--- config.mk ---
export PLATFORM = sky130hd
export DESIGN_NAME = system_0_sysid_ext_flat
export DESIGN_NICKNAME = d
export VERILOG_FILES = /design/src/rtl/system_0_sysid_ext_if.sv /design/src/rtl/system_0_sysid_ext.sv /design/src/flat_wrapper.sv
export SDC_FILE = /design/constraint.sdc
export NUM_CORES = 1
export LEC_CHECK = 0
export BUFFER_PORTS_ARGS = -buffer_cell sky130_fd_sc_hd__buf_4
export CORE_ASPECT_RATIO = 1.5
export CORE_MARGIN = 8
export CORE_UTILIZATION = 45
export CTS_BUF_LIST = sky130_fd_sc_hd__clkbuf_4 sky130_fd_sc_hd__clkbuf_8 sky130_fd_sc_hd__clkbuf_16
export DETAILED_ROUTE_END_ITERATION = 8
export PLACE_DENSITY_LB_ADDON = 0.05
export SETUP_SLACK_MARGIN = 0.2
export SLEW_MARGIN = 20
export SYNTH_ARGS = -nofsm -noshare
export SYNTH_HDL_FRONTEND = slang
export SYNTH_SLANG_ARGS = --single-unit
--- constraint.sdc ---
create_clock -name clock -period 0.8 [get_ports clock]
set_input_delay 0.04 -clock clock [delete_from_list [all_inputs] [get_ports clock]]
set_output_delay 0.04 -clock clock [all_outputs]
set_load 0.05 [all_outputs]
--- src/rtl/system_0_sysid_ext_if.sv ---
// Avalon-MM bus bundle for system_0_sysid_ext: word address, one-cycle read/write
// strobes, byte-enabled write data and registered read data with readdatavalid.
// The master drives strobes; the slave returns readdatavalid exactly one cycle
// after an accepted read. There is no waitrequest: every strobe is accepted.
interface system_0_sysid_ext_if #(
   parameter int ADDR_W = 3
);
   logic [ADDR_W-1:0] address;
   logic              read;
   logic              write;
   logic [31:0]       writedata;
   logic [3:0]        byteenable;
   logic [31:0]       readdata;
   logic              readdatavalid;

   modport master (
      output address, read, write, writedata, byteenable,
      input  readdata, readdatavalid
   );

   modport slave (
      input  address, read, write, writedata, byteenable,
      output readdata, readdatavalid
   );
endinterface

--- src/rtl/system_0_sysid_ext.sv ---
// system_0_sysid_ext: system-ID slave with build ID, timestamp, scratch word,
// capability word and (optionally) a prescaled free-running uptime counter.
// Optional uptime logic is built when the macro SYSID_EXT_UPTIME_EN is defined;
// without it words 2, 3 and 5 read 0 and CTRL writes are ignored.
// Handshake: read sampled at edge N returns readdata/readdatavalid after edge N;
// readdata holds between reads; a simultaneous write is dropped in favour of the read.
module system_0_sysid_ext #(
   parameter logic [31:0] ID_VALUE  = 32'h6930_4ABB,
   parameter logic [31:0] TIMESTAMP = 32'h0000_0000,
   parameter int          CNT_W     = 64,
   parameter int          PRESCALE  = 1
) (
   input  logic                 clock,
   input  logic                 reset_n,
   system_0_sysid_ext_if.slave  bus
);

`ifdef SYSID_EXT_UPTIME_EN
   localparam logic UPTIME_PRESENT = 1'b1;
`else
   localparam logic UPTIME_PRESENT = 1'b0;
`endif

   localparam logic [31:0] CAPS_WORD = {8'(PRESCALE > 1), 8'(CNT_W), 15'd0, UPTIME_PRESENT};

   logic [2:0]  word;
   logic        rd_en;
   logic        wr_en;
   logic        unused_addr;

   // Upper address bits only alias; the word is always address[2:0].
   assign word        = bus.address[2:0];
   assign unused_addr = ^bus.address;
   assign rd_en       = bus.read;
   assign wr_en       = bus.write & ~bus.read;

   logic [31:0] scratch_q, scratch_d;
   logic [31:0] readdata_q, readdata_d;
   logic        rdvalid_q, rdvalid_d;
   logic [31:0] lo_word, hi_word, ctrl_word;

`ifdef SYSID_EXT_UPTIME_EN
   localparam logic [15:0] PRESC_LAST = 16'(PRESCALE - 1);

   logic                run_q, run_d;
   logic [15:0]         presc_q, presc_d;
   logic [CNT_W-1:0]    cnt_q, cnt_d;
   logic [CNT_W-33:0]   shadow_q, shadow_d;
   logic                ctrl_wr, clr, tick;

   // Uptime next state: CLR beats a same-cycle tick; a lo read snapshots the
   // pre-increment upper counter bits into the shadow.
   always_comb begin
      ctrl_wr  = wr_en && (word == 3'd5) && bus.byteenable[0];
      clr      = ctrl_wr && bus.writedata[0];
      tick     = run_q && (presc_q == PRESC_LAST);
      run_d    = ctrl_wr ? bus.writedata[1] : run_q;
      presc_d  = presc_q;
      cnt_d    = cnt_q;
      shadow_d = shadow_q;
      if (clr) begin
         presc_d = '0;
         cnt_d   = '0;
      end else if (run_q) begin
         presc_d = tick ? 16'd0 : presc_q + 16'd1;
         if (tick) cnt_d = cnt_q + CNT_W'(1);
      end
      if (rd_en && (word == 3'd2)) shadow_d = cnt_q[CNT_W-1:32];
   end

   // Uptime register file.
   always_ff @(posedge clock or negedge reset_n) begin
      if (!reset_n) begin
         run_q    <= 1'b1;
         presc_q  <= '0;
         cnt_q    <= '0;
         shadow_q <= '0;
      end else begin
         run_q    <= run_d;
         presc_q  <= presc_d;
         cnt_q    <= cnt_d;
         shadow_q <= shadow_d;
      end
   end

   // Read views of the uptime words; hi is the shadow zero-extended.
   always_comb begin
      lo_word   = cnt_q[31:0];
      hi_word   = '0;
      hi_word[CNT_W-33:0] = shadow_q;
      ctrl_word = {30'd0, run_q, 1'b0};
   end
`else
   // No uptime logic in this build: its words read as zero.
   always_comb begin
      lo_word   = '0;
      hi_word   = '0;
      ctrl_word = '0;
   end
`endif

   // Scratch byte-lane merge on an accepted write to word 4.
   always_comb begin
      scratch_d = scratch_q;
      if (wr_en && (word == 3'd4)) begin
         for (int b = 0; b < 4; b++) begin
            if (bus.byteenable[b]) scratch_d[8*b +: 8] = bus.writedata[8*b +: 8];
         end
      end
   end

   // Read mux; readdata only changes on an accepted read.
   always_comb begin
      readdata_d = readdata_q;
      rdvalid_d  = rd_en;
      if (rd_en) begin
         case (word)
            3'd0:    readdata_d = ID_VALUE;
            3'd1:    readdata_d = TIMESTAMP;
            3'd2:    readdata_d = lo_word;
            3'd3:    readdata_d = hi_word;
            3'd4:    readdata_d = scratch_q;
            3'd5:    readdata_d = ctrl_word;
            3'd6:    readdata_d = CAPS_WORD;
            default: readdata_d = '0;
         endcase
      end
   end

   // Bus-side registers; async reset drops readdatavalid immediately.
   always_ff @(posedge clock or negedge reset_n) begin
      if (!reset_n) begin
         scratch_q  <= '0;
         readdata_q <= '0;
         rdvalid_q  <= 1'b0;
      end else begin
         scratch_q  <= scratch_d;
         readdata_q <= readdata_d;
         rdvalid_q  <= rdvalid_d;
      end
   end

   assign bus.readdata      = readdata_q;
   assign bus.readdatavalid = rdvalid_q;

endmodule

--- src/flat_wrapper.sv ---
// flat-port wrapper written by rule: the top's interface ports become plain ports
module system_0_sysid_ext_flat 
#(
   parameter logic [31:0] ID_VALUE  = 32'h6930_4ABB,
   parameter logic [31:0] TIMESTAMP = 32'h0000_0000,
   parameter int          CNT_W     = 64,
   parameter int          PRESCALE  = 1
)
  (clock, reset_n, bus_address, bus_read, bus_write, bus_writedata, bus_byteenable, bus_readdata, bus_readdatavalid);
  system_0_sysid_ext_if #(.ADDR_W((4))) bus_i ();
  input  logic clock;
  input  logic reset_n;
  input wire logic [$bits(bus_i.address)-1:0] bus_address;
  input wire logic [$bits(bus_i.read)-1:0] bus_read;
  input wire logic [$bits(bus_i.write)-1:0] bus_write;
  input wire logic [$bits(bus_i.writedata)-1:0] bus_writedata;
  input wire logic [$bits(bus_i.byteenable)-1:0] bus_byteenable;
  output wire logic [$bits(bus_i.readdata)-1:0] bus_readdata;
  output wire logic [$bits(bus_i.readdatavalid)-1:0] bus_readdatavalid;
  assign bus_i.address = bus_address;
  assign bus_i.read = bus_read;
  assign bus_i.write = bus_write;
  assign bus_i.writedata = bus_writedata;
  assign bus_i.byteenable = bus_byteenable;
  assign bus_readdata = bus_i.readdata;
  assign bus_readdatavalid = bus_i.readdatavalid;
  system_0_sysid_ext #(.ID_VALUE(ID_VALUE), .TIMESTAMP(TIMESTAMP), .CNT_W(CNT_W), .PRESCALE(PRESCALE)) u_core (.clock(clock), .reset_n(reset_n), .bus(bus_i));
endmodule
==> results of run 1 <==
[kinds of logic after synthesis]
family	count (synthesis)	share of synthesized area, %
buffers and inverters	11	1.98
and+or+nand+nor	23	8.21
AOI/OAI and AO/OA	33	11.3
DFF	65	64.3
muxes	32	14.2
[cell usage after synthesis, drive strengths merged]
cell,count
o2111ai,1
nand4,4
clkbuf,6
buf,2
and2b,1
mux2,32
inv,3
dfrtp,65
a22o,16
o2bb2ai,15
o21ai,1
nor2b,15
nand2,1
and3,1
nor2,1
[layout by cell type, fill, tap and decap left out, types with 3 or more instances in the layout]
master and instances:
buf_4 50, buf_6 46, dfrtp_2 33, dfrtp_1 32, mux2_2 25, a22o_1 16, nor2b_1 12, o2bb2ai_1 12
clkbuf_8 9, mux2_4 7, buf_8 5, buf_12 5, nand4_4 4, clkinv_2 4, inv_1 3, nor2b_2 3
o2bb2ai_4 3
[per-stage QoR]
step | util (%) | total power (W) | cells | TNS, ns | hold slack (ns)
floorplan | - | 0.00472 | 164 | -5.05 | -0.256
global placement | 61.2 | 0.00526 | 312 | -18.02 | -0.0545
detailed placement | 61.2 | 0.00535 | 312 | -19.85 | -0.0542
CTS | 69.8 | 0.00786 | 342 | -5.42 | -0.0721
global route | 72.8 | 0.00823 | 349 | -6.76 | -0.0813
finish | 72.8 | 0.00788 | 349 | -5.14 | -0.0576
[worst register-to-register path: cells and delay by family (launching register included)]
kind	cells	cell delay, ns
AOI/OAI and AO/OA	1	0.11
buffers and inverters	2	0.23
DFF	1	0.42
[sequential cells by signal, summed over array words and instances, names as in the netlist]
name and count:
u_core.bus.readdata 32, u_core.bus.readdatavalid 1, u_core.scratch_q 32
[timing repair]
| action | in CTS | in global routing |
|---|---|---|
| pin swaps | 5 | 6 |
| gates resized for setup | 50 | 23 |
| endpoints found under the hold margin | 99 | 33 |
| endpoints found under the setup margin | 97 | 144 |
| setup buffers | 13 | 7 |
[routing by layer]
layer / wire length, um / vias to the layer above
met5: 0 / -
met4: 115 / 0
met3: 461 / 12
met2: 3510 / 61
met1: 2430 / 937
li1: - / 818
[where the power goes]
part	switching, W	leakage [nW]	internal, W
registers	0.000263	0.806	0.00371
logic	0.000751	0.986	0.000846
clock network	0.00118	0.0852	0.00113
[worst paths after layout]
check / startpoint / end / slack [ns]
min: bus_writedata[25] / u_core.scratch_q[25]$_DFFE_PN0P_ / -0.06
min in group asynchronous: reset_n / u_core.scratch_q[8]$_DFFE_PN0P_ / 0.11
min reg2reg: u_core.scratch_q[23]$_DFFE_PN0P_ / u_core.bus.readdata[23]$_DFFE_PN0P_ / 0.49
max reg2reg: u_core.bus.readdata[24]$_DFFE_PN0P_ / u_core.bus.readdata[24]$_DFFE_PN0P_ / -0.06
max: u_core.bus.readdata[10]$_DFFE_PN0P_ / bus_readdata[10] / -0.15
max in group asynchronous: reset_n / u_core.bus.readdata[20]$_DFFE_PN0P_ / 0.28
[cell type report]
cell class | count | area, um^2
clock buffer | 10 | 131
clock inverter | 6 | 35.0
fill | 387 | 1480
inverter | 3 | 11.3
multi-input combinational | 88 | 955
sequential | 65 | 1670
tap | 70 | 87.6
timing repair buffer | 107 | 1080
==> qor.yml, run 1 <==
synthesis:
  syn-num-nets: 208
  ys_ff_latch: 65
  synth_top_area_share_pct: 64.3
  synth_cell_types: 17
  synthesis.area_um2: 2530
  netlist_top_cells_area: "dfrtp_1, mux2_2, a22o_1, o2bb2ai_1, nor2b_1"
  avgSynthCellArea_um2: 15.4
  synth_top_cell_by_area: "dfrtp_1"
  yosysWarningCount: 0
  yosysSeqAreaShare_pct: 64.3
  synth_cells: 164
worst_setup_path:
  critPathLaunchType: "register"
  cp.arrival_ns: 0.91
  crit_path_max_fanout: 2
  crit_chain: "buf_8"
  cp_top_family: "flip-flops"
  rr_worst_depth: 3
  cp.depth: 1
  max_stage_delay_ns: 0.43
  setup.worst_path.end_class: "output pin"
  cp_num_buf_inv: 1
  required_ns: 0.76
  worst-setup-path-type: "register to output pin"
  crit_path_top_delay_cell: "dfrtp_2"
routing:
  ant_nets: 0
  post-route-drc-count: 0
  wl_per_cell_um: 18.7
  wl_um: 6510
  vias: 1828
  drtPass1Iterations: 4
  drt-initial-drc-count: 100
  vias_per_cell: 5.24
global_routing:
  grt-busiest-layer: "met2"
  grt-ovfl-total: 0
  grt_usage_pct: 16.0
  use_met2_pct: 27.9
  grt_first_pass_wirelength_um: 10300
  antenna_found_initial: 0
  grt_max_degree: 26
  met3_usage_pct: 6.61
  grt_pass1_vias: 2075
  grt_use_met1_pct: 16.2
hold_path:
  hold_depth: 2
  hold_class: "input pin to register"
cells_and_area:
  drive_above_1_share_pct: 71.7
  final_area_um2: 3970
  antenna_cells: 0
  area.growth.synth_to_final_pct: 56.8
  nets: 318
timing:
  setup_violations: 50
  finalClockSkew_ns: 0.00720
  worst_pin_slew_ns: 0.233
  hold_slack_ns: -0.0576
  period_share_pct: 119
  finalHoldViolCount: 33
  fin_ws_ns: -0.154
  fmax_mhz: 1050
  slew_headroom_pct: 84.5
  drv_slew: 0
  rsz0062_at_grt: "yes"
  min_period_ns: 0.954
clock_tree:
  cts-htree-levels: 3
  cts.sinks: 65
  worst_skew_pair.late_latency_ns: 0.33
  numCtsBuffers: 9
  cts_tree: "built"
  cts.clk_slew.worst_paths_ns: 0.07
  cts_hold_buf: 1
  cts_root_buf: "clkbuf_8"
  cts_max_path_buffers: 2
floorplanning:
  fp-row-count: 33
  fp.dieH_um: 108
  fp.dieArea_um2: 8330
  io_pins: 77
  coreArea_um2: 5450
  start_util_pct: 46.4
  fp.dieW_um: 77.2
power_and_ir_drop:
  ir_drop_mv: 1.35
  power_density_nw_per_um2: 1990
  leakage_nw: 1.88
place:
  place_congestion: 0.709
  detailedPlace.worstSlack_ns: -0.477
  port_buffers: 75
  postPlaceCellArea_um2: 3340
  place_hpwl_um: 4690
run_status:
  status: "complete, but fails checks"
  violations: "negative hold slack, negative setup slack"
flow_run:
  drv_cap: 0
Note: power is estimated with default switching activity, not from simulation.
==> run 2: changes to the inputs <==
- BUFFER_PORTS_ARGS: -buffer_cell sky130_fd_sc_hd__buf_4 -> unset
- CORE_UTILIZATION: 45 -> 50
- DONT_BUFFER_PORTS: unset -> 1
==> run 2 against run 1 <==
Effect of this change:
- the run still ends with negative hold slack, negative setup slack left
- clock skew decreased by 0.0015 ns
- non-clock buffer count shrank 53
- routed wire length down 4.7%
- clock power increased by 2%
- design area down 9.7%
- combinational power fell by 13%
- first-iteration DRC count decreased by 24%
- largest power group unchanged
- register-to-register slack got worse by 0.02 ns
- utilization increased by 1.1 points
- hold slack got worse by 0.55 ns
- total power down 1.9%
==> qor.yml, run 2 (synthesis gave the netlist of run 1 again) <==
worst_setup_path:
  setup.worst_path.end_class: "output pin"
  crit_path_top_delay_cell: "dfrtp_2"
  r2r-start: "u_core.bus.readdata[11]$_DFFE_PN0P_"
  rr_endpoint: "u_core.bus.readdata[11]$_DFFE_PN0P_"
  critPathLaunchType: "register"
  crit_path_max_fanout: 2
  max_stage_delay_ns: 0.43
  crit_chain: "buf_8"
  cp_num_buf_inv: 1
  worst-setup-path-type: "register to output pin"
  required_ns: 0.76
  cp.depth: 1
  cp.arrival_ns: 0.92
  r2r_setup_slack_ns: -0.08
  cp_top_family: "flip-flops"
  rr_worst_depth: 3
clock_tree:
  cts.sinks: 65
  cts_tree: "built"
  cts.clk_slew.worst_paths_ns: 0.07
  worst_skew_pair.late_latency_ns: 0.33
  cts_max_path_buffers: 2
  numCtsBuffers: 9
  cts_root_buf: "clkbuf_8"
  cts-htree-levels: 3
cells_and_area:
  drive_above_1_share_pct: 63.3
  regArea_um2: 1670
  final_common_cell: "buf_6"
  fill_cells: 344
  nets: 265
  antenna_cells: 0
  area.growth.synth_to_final_pct: 41.5
  multiInputGateArea_um2: 1000
  layout_common_cells: "buf_6, dfrtp_2, mux2_4, dfrtp_1, a22o_1"
place:
  place_congestion: 0.743
  port_buffers: 0
  place_hpwl_um: 4080
timing:
  slew_headroom_pct: 80.5
  rsz0062_at_grt: "yes"
  finalHoldViolCount: 112
  worst_pin_slew_ns: 0.292
  hold_slack_ns: -0.604
  min_period_ns: 0.961
  fin_ws_ns: -0.161
  setup_violations: 43
  fin_tns_setup_ns: -5.17
  period_share_pct: 120
  drv_slew: 0
  finalClockSkew_ns: 0.00574
  fmax_mhz: 1040
power_and_ir_drop:
  switching_share_pct: 27.2
  leakage_nw: 1.71
  seqPwrFrac_pct: 51.5
  p_total_w: 0.00773
  internal-power_w: 0.00563
  pwr-share-clk_pct: 30.5
  p_sw_w: 0.00210
  power_density_nw_per_um2: 2160
  ir_drop_mv: 1.32
  combPwrFrac_pct: 18.0
global_routing:
  met3_usage_pct: 7.79
  grt_usage_pct: 17.5
  grt_pass1_vias: 1834
  antenna_found_initial: 0
  grt_max_degree: 66
  use_met2_pct: 28.7
  grt-busiest-layer: "met2"
  grt-ovfl-total: 0
  grt_use_met1_pct: 18.7
  grt_first_pass_wirelength_um: 9710
floorplanning:
  io_pins: 77
  coreArea_um2: 4850
  fp.dieH_um: 103
  fp-row-count: 31
  fp.dieW_um: 74.1
  fp.dieArea_um2: 7640
  start_util_pct: 52.2
routing:
  wl_per_cell_um: 21.2
  vias: 1607
  wl_um: 6200
  drt-initial-drc-count: 76
  drtPass1Iterations: 4
  vias_per_cell: 5.50
  ant_nets: 0
  post-route-drc-count: 0
hold_path:
  hold_class: "input pin to async pin"
run_status:
  violations: "negative hold slack, negative setup slack"
  status: "complete, but fails checks"
flow_run:
  drv_cap: 0
==> run 2: changes by cell type in the layout (fill, tap and decap cells not counted), moves of 2 or more <==
cell | previous run | this run
buf_8 | 5 | 3
buf_4 | 50 | 1
nor2b_2 | 3 | 0
buf_6 | 46 | 44
nor2b_1 | 12 | 15
mux2_4 | 7 | 32
mux2_2 | 25 | 0
o2bb2ai_2 | 0 | 4
o2bb2ai_4 | 3 | 0
==> run 2: how the worst max path moves through the flow <==
stage / slack (ns) / to / startpoint
finish: -0.16 / bus_readdata[8] / u_core.bus.readdata[8]$_DFFE_PN0P_
global route: -0.20 / bus_readdata[8] / u_core.bus.readdata[8]$_DFFE_PN0P_
CTS: -0.17 / bus_readdata[13] / u_core.bus.readdata[13]$_DFFE_PN0P_
detailed placement: -0.25 / u_core.scratch_q[13]$_DFFE_PN0P_ / bus_read
global placement: -0.22 / u_core.scratch_q[12]$_DFFE_PN0P_ / bus_read
floorplan: -0.14 / u_core.scratch_q[12]$_DFFE_PN0P_ / bus_read
==> run 2: layer usage <==
layer	part of all wire [%]	routed length, um
met1	38	2350
met2	51	3170
met3	9.5	588
met4	1.6	99
met5	0	0
==> run 2: layout make-up <==
cell class,count,share of cell area [%]
clock buffers,10,3.67
well taps,66,2.31
inverters,3,0.314
flip-flops and latches,65,46.6
clock inverters,6,0.978
repair buffers,54,18.1
multi-input cells,88,28.1
==> run 2: metrics by stage <==
| stage | hold slack, ns | setup slack [ns] | instances | cell area (um^2) | utilization, % |
|---|---|---|---|---|---|
| final | -0.604 | -0.161 | 292 | 3580 | 73.9 |
| after global routing | -0.635 | -0.201 | 292 | 3580 | 73.9 |
| after CTS | -0.622 | -0.166 | 284 | 3450 | 71.3 |
| after detailed placement | -0.253 | -0.252 | 258 | 2940 | 60.7 |
| after global placement | -0.254 | -0.219 | 258 | 2940 | 60.7 |
| after floorplan | -0.256 | -0.141 | 164 | 2600 | - |
==> run 2: power by group through the flow <==
stage | clock network (W) | registers, W | logic (W)
6_report | 0.00236 | 0.00398 | 0.00139
5_1_grt | 0.00255 | 0.00403 | 0.00147
4_1_cts | 0.00241 | 0.00397 | 0.00134
3_5_place_dp | 0 | 0.00400 | 0.00104
3_3_place_gp | 0 | 0.00396 | 0.000999
2_1_floorplan | 0 | 0.00423 | 0.000488
==> run 2: what timing repair did <==
item	CTS	global route
setup endpoints to repair	97	97
buffers inserted	9	7
hold endpoints to repair	114	113
pin swaps	8	2
resized for setup	70	15
hold buffers	1	1
==> run 3: changes to the inputs <==
--- a/constraint.sdc
+++ b/constraint.sdc
@@ -3,2 +3,2 @@
 set_output_delay 0.04 -clock clock [all_outputs]
-set_load 0.05 [all_outputs]
+set_load 0.02 [all_outputs]
==> run 3 against run 2 <==
Effect of this change:
- final cell count up 4.1%
- the flow still finishes with violations (negative hold slack, negative setup slack)
- utilization grew 2.7 points
- hold slack got worse by 0.018 ns
==> qor.yml, run 3 (synthesis gave the netlist of run 1 again) <==
run_status:
  status: "complete, but fails checks"
  violations: "negative hold slack, negative setup slack"
worst_setup_path:
  crit_path_max_fanout: 2
  setup.worst_path.end_class: "output pin"
  required_ns: 0.76
  cp.depth: 1
  critPathLaunch: "u_core.bus.readdata[24]$_DFFE_PN0P_"
  rr_endpoint: "u_core.bus.readdata[11]$_DFFE_PN0P_"
  crit_path_top_delay_cell: "dfrtp_2"
  cp_num_buf_inv: 1
  rr_worst_depth: 3
  r2r-start: "u_core.bus.readdata[11]$_DFFE_PN0P_"
  cp_top_family: "flip-flops"
  worst-setup-path-type: "register to output pin"
  cp.arrival_ns: 0.90
  r2r_setup_slack_ns: -0.05
  max_stage_delay_ns: 0.42
  worstSetupEndpoint: "bus_readdata[24]"
  crit_chain: "buf_6"
  critPathLaunchType: "register"
cells_and_area:
  multiInputGateArea_um2: 1040
  instances_no_fill: 304
  drive_above_1_share_pct: 58.0
  regArea_um2: 1640
  layout_common_cells: "dfrtp_1, buf_6, mux2_4, a22o_1, nor2b_1"
  nets: 277
  fill_cells: 316
  area.growth.synth_to_final_pct: 46.6
  final_common_cell: "dfrtp_1"
  antenna_cells: 0
routing:
  drt-initial-drc-count: 74
  vias: 1636
  wl_per_cell_um: 21.4
  wl_um: 6510
  ant_nets: 0
  vias_per_cell: 5.38
  drtPass1Iterations: 4
  post-route-drc-count: 0
floorplanning:
  fp.dieW_um: 74.1
  fp-row-count: 31
  io_pins: 77
  coreArea_um2: 4850
  fp.dieH_um: 103
  start_util_pct: 52.2
  fp.dieArea_um2: 7640
power_and_ir_drop:
  leakage_nw: 1.82
  seqPwrFrac_pct: 49.3
  p_sw_w: 0.00199
  internal-power_w: 0.00605
  switching_share_pct: 24.7
  combPwrFrac_pct: 15.7
  pwr-share-clk_pct: 34.9
  power_density_nw_per_um2: 2170
  ir_drop_mv: 1.26
place:
  place_hpwl_um: 4260
  port_buffers: 0
  detailedPlace.worstSlack_ns: -0.272
  dp.cells: 259
  place_congestion: 0.736
timing:
  slew_headroom_pct: 80.7
  finalHoldViolCount: 109
  min_period_ns: 0.944
  rsz0062_at_grt: "yes"
  setup_violations: 48
  drv_slew: 0
  hold_slack_ns: -0.621
  worst_pin_slew_ns: 0.289
  finalClockSkew_ns: 0.0118
  fmax_mhz: 1060
  fin_ws_ns: -0.144
  period_share_pct: 118
global_routing:
  grt_max_degree: 66
  grt-ovfl-total: 0
  grt_usage_pct: 18.0
  antenna_found_initial: 0
  grt_pass1_vias: 1795
  grt_first_pass_wirelength_um: 9960
clock_tree:
  cts_root_buf: "clkbuf_8"
  worst_skew_pair.late_latency_ns: 0.34
  numCtsBuffers: 9
  cts-htree-levels: 3
  cts_tree: "built"
  cts.sinks: 65
  cts_max_path_buffers: 2
  cts.clk_slew.worst_paths_ns: 0.08
flow_run:
  drv_cap: 0
hold_path:
  hold_class: "input pin to async pin"
-- run 3: cell count changes in the layout (fill, tap and decap cells not counted), moves of 4 or more --
cell / before / now
dfrtp_1: 32 / 53
dfrtp_2: 33 / 12
buf_4: 1 / 10
o2bb2ai_1: 11 / 7
o2bb2ai_2: 4 / 8
-- run 3: how the worst min path moves through the flow --
stage | cells past startpoint | startpoint | slack, ns | endpoint
2_1_floorplan | 0 | reset_n | -0.26 | u_core.bus.readdata[0]$_DFFE_PN0P_
3_3_place_gp | 0 | reset_n | -0.25 | u_core.bus.readdata[29]$_DFFE_PN0P_
3_5_place_dp | 0 | reset_n | -0.25 | u_core.bus.readdata[29]$_DFFE_PN0P_
4_1_cts | 0 | reset_n | -0.63 | u_core.bus.readdata[29]$_DFFE_PN0P_
5_1_grt | 0 | reset_n | -0.65 | u_core.bus.readdata[28]$_DFFE_PN0P_
6_report | 0 | reset_n | -0.62 | u_core.scratch_q[24]$_DFFE_PN0P_
-- run 3: timing repair --
item                       4_1_cts  5_1_grt
setup buffers                   13       11
hold buffers                     1        4
hold endpoints to repair       114      113
pin swaps                       16        0
setup endpoints to repair       97       97
resized for setup               72       18
-- run 3: power by group through the flow --
| stage | clock, W | sequential, W | combinational (W) |
|---|---|---|---|
| floorplan | 0 | 0.00402 | 0.000488 |
| global placement | 0 | 0.00395 | 0.000801 |
| detailed placement | 0 | 0.00398 | 0.000853 |
| CTS | 0.00287 | 0.00395 | 0.00116 |
| global route | 0.00302 | 0.00401 | 0.00135 |
| finish | 0.00281 | 0.00397 | 0.00126 |
-- run 3: metrics by stage --
step / util (%) / TNS [ns] / total power, W / cell area, um^2
global placement: 60.3 / -7.82 / 0.00475 / 2920
detailed placement: 60.3 / -9.70 / 0.00483 / 2920
global route: 76.5 / -5.94 / 0.00839 / 3710
floorplan: - / -4.71 / 0.00451 / 2570
CTS: 72.4 / -4.58 / 0.00798 / 3510
finish: 76.5 / -4.50 / 0.00804 / 3710
-- run 3: per-layer routing --
layer	GRT usage [%]	vias up	wire [um]
li1	-	743	-
met1	20.3	840	2560
met2	30.0	49	3430
met3	6.82	4	470
met4	6.49	0	50
met5	0	-	0
-- run 3: cell type report --
class	instances	area share [%]
clock buffers	10	3.71
clock inverters	6	1.79
inverters	3	0.304
multi-input cells	88	27.9
flip-flops and latches	65	44.2
well taps	66	2.23
repair buffers	66	19.8
